`config.mk`:
```
export PLATFORM = sky130hd
export DESIGN_NAME = inst_fetch
export DESIGN_NICKNAME = d
export VERILOG_FILES = /design/src/rtl/inst_fetch.sv
export SDC_FILE = /design/constraint.sdc
export NUM_CORES = 1
export LEC_CHECK = 0
export CELL_PAD_IN_SITES_DETAIL_PLACEMENT = 1
export CELL_PAD_IN_SITES_GLOBAL_PLACEMENT = 1
export CORE_MARGIN = 8
export CORE_UTILIZATION = 51
export CTS_BUF_LIST = sky130_fd_sc_hd__clkbuf_4 sky130_fd_sc_hd__clkbuf_8
export CTS_CLUSTER_SIZE = 14
export DETAILED_ROUTE_END_ITERATION = 10
export PLACE_DENSITY_LB_ADDON = 0.05
export RECOVER_POWER = 50
export SLEW_MARGIN = 40
export SYNTH_ARGS = -nofsm -noshare
export SYNTH_HDL_FRONTEND = slang
export SYNTH_SLANG_ARGS = --single-unit
export TNS_END_PERCENT = 10
```
`constraint.sdc`:
```
create_clock -name clk_i -period 7.25 [get_ports clk_i]
set_input_delay 1.45 -clock clk_i [delete_from_list [all_inputs] [get_ports clk_i]]
set_output_delay 1.45 -clock clk_i [all_outputs]
set_load 0.01 [all_outputs]
```
`src/rtl/inst_fetch.sv`:
```
// Instruction fetch stage: issues one ROM read at a time and buffers the
// returned {address, instruction} pairs in a FIFO presented to decode.
module inst_fetch #(
    parameter int                ADDR_W   = 32,
    parameter int                DATA_W   = 32,
    parameter int                DEPTH    = 4,
    parameter logic [DATA_W-1:0] NOP_INST = DATA_W'(32'h0000_0013)
) (
    input  logic                    clk_i,
    input  logic                    rst_i,
    input  logic [ADDR_W-1:0]       pc_i,
    input  logic                    pc_valid_i,
    output logic                    pc_ready_o,
    input  logic                    flush_i,
    output logic                    rom_ce_o,
    output logic [ADDR_W-1:0]       rom_addr_o,
    input  logic                    rom_rvalid_i,
    input  logic [DATA_W-1:0]       rom_rdata_i,
    output logic [DATA_W-1:0]       inst_o,
    output logic [ADDR_W-1:0]       inst_addr_o,
    output logic                    inst_valid_o,
    input  logic                    inst_ready_i,
    output logic [$clog2(DEPTH):0]  fifo_count_o
);
    localparam int PTR_W = $clog2(DEPTH);
    localparam int CNT_W = PTR_W + 1;

    // WAIT keeps the response, DROP discards it after a flush.
    typedef enum logic [1:0] {IDLE, WAIT, DROP} state_t;

    state_t            state_q;
    logic [PTR_W-1:0]  wr_ptr_q;
    logic [PTR_W-1:0]  rd_ptr_q;
    logic [CNT_W-1:0]  count_q;
    logic [ADDR_W-1:0] mem_addr [DEPTH];
    logic [DATA_W-1:0] mem_data [DEPTH];
    logic              push;
    logic              pop;

    // Only one request is ever outstanding, so space is checked before issue.
    assign pc_ready_o   = !rst_i && (state_q == IDLE) && !flush_i
                          && (count_q < CNT_W'(DEPTH));
    assign push         = (state_q == WAIT) && rom_rvalid_i && !flush_i;
    assign inst_valid_o = (count_q != '0);
    assign pop          = inst_valid_o && inst_ready_i;
    assign inst_o       = inst_valid_o ? mem_data[rd_ptr_q] : NOP_INST;
    assign inst_addr_o  = inst_valid_o ? mem_addr[rd_ptr_q] : '0;
    assign fifo_count_o = count_q;

    // NOTE: sequential state uses non-blocking assignments so every register
    // samples pre-edge values regardless of statement order.
    always_ff @(posedge clk_i) begin
        if (rst_i) begin
            state_q    <= IDLE;
            rom_ce_o   <= 1'b0;
            rom_addr_o <= '0;
        end else begin
            case (state_q)
                IDLE: begin
                    if (pc_valid_i && pc_ready_o) begin
                        rom_addr_o <= pc_i;
                        rom_ce_o   <= 1'b1;
                        state_q    <= WAIT;
                    end
                end
                WAIT: begin
                    if (rom_rvalid_i) begin
                        rom_ce_o <= 1'b0;
                        state_q  <= IDLE;
                    end else if (flush_i) begin
                        state_q  <= DROP;
                    end
                end
                DROP: begin
                    if (rom_rvalid_i) begin
                        rom_ce_o <= 1'b0;
                        state_q  <= IDLE;
                    end
                end
                default: begin
                    rom_ce_o <= 1'b0;
                    state_q  <= IDLE;
                end
            endcase
        end
    end

    // Flush wins over push and pop; the count moves by push minus pop.
    always_ff @(posedge clk_i) begin
        if (rst_i || flush_i) begin
            wr_ptr_q <= '0;
            rd_ptr_q <= '0;
            count_q  <= '0;
        end else begin
            if (push) wr_ptr_q <= wr_ptr_q + PTR_W'(1);
            if (pop)  rd_ptr_q <= rd_ptr_q + PTR_W'(1);
            count_q <= count_q + CNT_W'(push) - CNT_W'(pop);
        end
    end

    // NOTE: storage has no reset; an empty FIFO never exposes its contents.
    always_ff @(posedge clk_i) begin
        if (push) begin
            mem_addr[wr_ptr_q] <= rom_addr_o;
            mem_data[wr_ptr_q] <= rom_rdata_i;
        end
    end

endmodule
```
==> results_dict.tcl <==
set metrics [dict create \
    finalHoldViolCount 0 \
    vias_per_cell 5.39 \
    synth_compound_area_share_pct 2.06 \
    grt_pass1_vias 7141 \
    fin_crit_sh_pct 65.6 \
    drv_cap 2 \
    max-vdd-ir-drop_mv 0.161 \
    port_buffers 171 \
    yosysTopAreaCell "edfxtp_1" \
    reg2reg_depth 7 \
    fin_cells 1139 \
    io_pins 172 \
    grt_pass1_wl_mm 40.6 \
    hold_path.class "flip-flop to flip-flop" \
    worst-path-max-fanout 33 \
    htreeDepth 2 \
    netlist.area_leader.share_pct 67.0 \
    finalWirelength_mm 25.9 \
    dieWidth_um 166 \
    ant_nets 0 \
    seqCellArea_um2 8580 \
    synthMuxAreaShare_pct 12.6 \
    synth_top_family_by_area "multiplexers" \
    rsz0062_at_grt "false" \
    synth.yosys.seq_area_share_pct 74.7 \
    violations "capacitance limit, slew limit" \
    fin_crit_ns 4.76 \
    grt_max_degree 65 \
    core_area_um2 22400 \
    arrival_ns 3.31 \
    dpl_cell_area_um2 13500 \
    fillCellCount 1949 \
    wl_per_cell_um 22.7 \
    netlist_area_um2 11500 \
    cp_data_required_time_ns 5.80 \
    root_buffer "clkbuf_8" \
    area_growth_syn_to_layout_pct 26.3 \
    whs_path_depth 0 \
    synthCells 618 \
    max_slew_margin_pct -16.0 \
    endpoint_kind "primary output" \
    nNetsFinal 897 \
    mostFrequentLayoutCells "256 x edfxtp_1, 136 x clkdlybuf4s50_1, 67 x nand2_1" \
    drtIter0Drc 280 \
    die_area_um2 27500 \
    ys_warn_count 0 \
    tightest_slew_ns 1.74 \
    vias 6137 \
    synthDistinctLibCells 32 \
    drtPass1Iterations 4 \
    crit_chain "buf_4 > mux4_2 > and2_1 > clkdlybuf4s50_1" \
    synth_seq_cells 300 \
    final_area_um2 14500 \
    drc 0 \
    r2r-end "mem_data[1][27]$_DFFE_PP_" \
    setup_viol 0 \
    worst-path-buf-inv 2 \
    cts_hold_buf 0 \
    die_h_um 166 \
    start_kind "flip-flop" \
    max_stage_delay_ns 0.79 \
    outcome "complete, but fails checks" \
    min-delay-start "rom_addr_o[7]$_SDFFE_PP0P_" \
    clock.fmax_ghz 0.210 \
    cpLargestDelayFamily "buffers and inverters" \
    cts_tree "done" \
    layout_commonest_cell "edfxtp_1" \
    grt.total_usage_pct 19.1 \
    cts.path.max_buffers 3 \
    crit_type "flip-flop to primary output" \
    multi_input_area_um2 2640 \
    cts_made_buffers 47 \
    final_max_slew_viol_count 54 \
    cts.clk_slew.worst_paths_ns 0.06 \
    setup_tns_ns 0 \
    power_density_nw_per_um2 252 \
    synth_xor_area_share_pct 0.382 \
    globalRoute.totalOverflow 0 \
    yosys.area_share.simple_pct 6.86 \
    finClkSkew_ns 0.0231 \
    antenna_found_initial 2 \
    row_count 55 \
    start_util_pct 51.3 \
    synth_adder_area_share_pct 1.27 \
    synth.net_count 699 \
    ctsResizeCount 0 \
    place_congestion 0.723 \
    postCtsSetupRepairBufs 0 \
    critPathSlowestCell "dfxtp_4" \
    r2r-start "state_q[1]$_SDFFE_PP0P_" \
    synthTopCellsByArea "edfxtp_1 67%, mux4_2 13%, dfxtp_1 7.7%" \
    dp_cells 1052 \
    synth_area_per_cell_um2 18.6 \
    ff2ff_setup_slack_ns 4.07 \
    clk_latency_ns 0.55 \
    hpwl_mm 16.1 \
    whs_endpoint "mem_addr[1][7]$_DFFE_PP_" \
    p_leak_nw 4.70 \
    cts_sinks 300 \
    drive_above_1_share_pct 18.9 \
]
[report_power, final]
group          switching (mW)  internal [mW]
Clock                   0.629          0.812
Sequential             0.0245           1.91
Combinational           0.136          0.141
[per-layer routing]
layer  wire [µm]  vias up  global-route usage (%)
met4         341        2                    4.94
met3        1380       23                    4.99
met1       10500     3179                    22.1
li1            -     2764                       -
met5          13        -                       0
met2       13600      169                    34.6
[cells by family (layout without fill, tap and decap cells)]
logic type,Yosys count,count (layout)
AND/OR/NAND/NOR,152,152
XOR/XNOR,5,5
flip-flops,300,300
other,0,1
multiplexers,64,64
AO/OA/AOI/OAI,43,43
buffers and inverters,43,278
adder cells (fa/ha/maj),11,11
[synthesized netlist by cell type]
| cell | n |
|---|---|
| clkinv_1 | 1 |
| nor2_1 | 7 |
| ha_1 | 10 |
| and3_1 | 1 |
| o21a_1 | 1 |
| o31ai_1 | 2 |
| buf_4 | 2 |
| nand3_1 | 1 |
| nand2b_1 | 2 |
| nor4b_4 | 1 |
| clkbuf_1 | 14 |
| a211oi_2 | 1 |
| dfxtp_1 | 44 |
| xor2_1 | 2 |
| inv_1 | 10 |
| buf_6 | 9 |
| o2111ai_1 | 1 |
| xnor2_1 | 3 |
| or2_2 | 3 |
| nand2_1 | 67 |
| edfxtp_1 | 256 |
| and2_1 | 67 |
| o211ai_1 | 1 |
| fa_1 | 1 |
| o21ai_0 | 1 |
| or2_1 | 1 |
| buf_2 | 7 |
| mux4_2 | 64 |
| o21ai_1 | 1 |
| a21oi_1 | 35 |
| nor3b_1 | 1 |
| nor3_2 | 1 |
[worst max-delay path by stage]
stage,to,from,depth (start not counted)
detailed placement,pc_ready_o,flush_i,3
global placement,pc_ready_o,flush_i,3
CTS,inst_addr_o[9],flip-flop,4
finish,inst_addr_o[9],flip-flop,4
global route,inst_addr_o[7],flip-flop,4
floorplan,mem_addr[0][0]$_DFFE_PP_,rom_rvalid_i,3
[cell type report]
type	count	area share [%]
clock buffers	72	6.11
multi-input cells	275	18.3
well taps	285	2.46
inverters	11	0.302
repair buffers	181	13.0
clock inverters	14	0.596
diodes	1	0.0173
flip-flops and latches	300	59.2
[registers in the layout, indices dropped and copies added (netlist names), named ones only]
name,count
state_q,2
mem_data,128
mem_addr,128
wr_ptr_q,2
rd_ptr_q,2
rom_ce_o,1
rom_addr_o,32
fifo_count_o,3
[metrics by stage]
step	power [mW]	setup slack [ns]	util, %	hold slack, ns
6_report	3.65	2.49	64.7	0.514
5_1_grt	3.78	2.19	64.7	0.534
3_3_place_gp	2.24	2.89	59.7	0.488
2_1_floorplan	2.10	3.54	-	0.485
4_1_cts	3.70	2.33	64.8	0.513
3_5_place_dp	2.26	2.83	60.5	0.511
No activity file was read; power rests on OpenSTA's default activity.
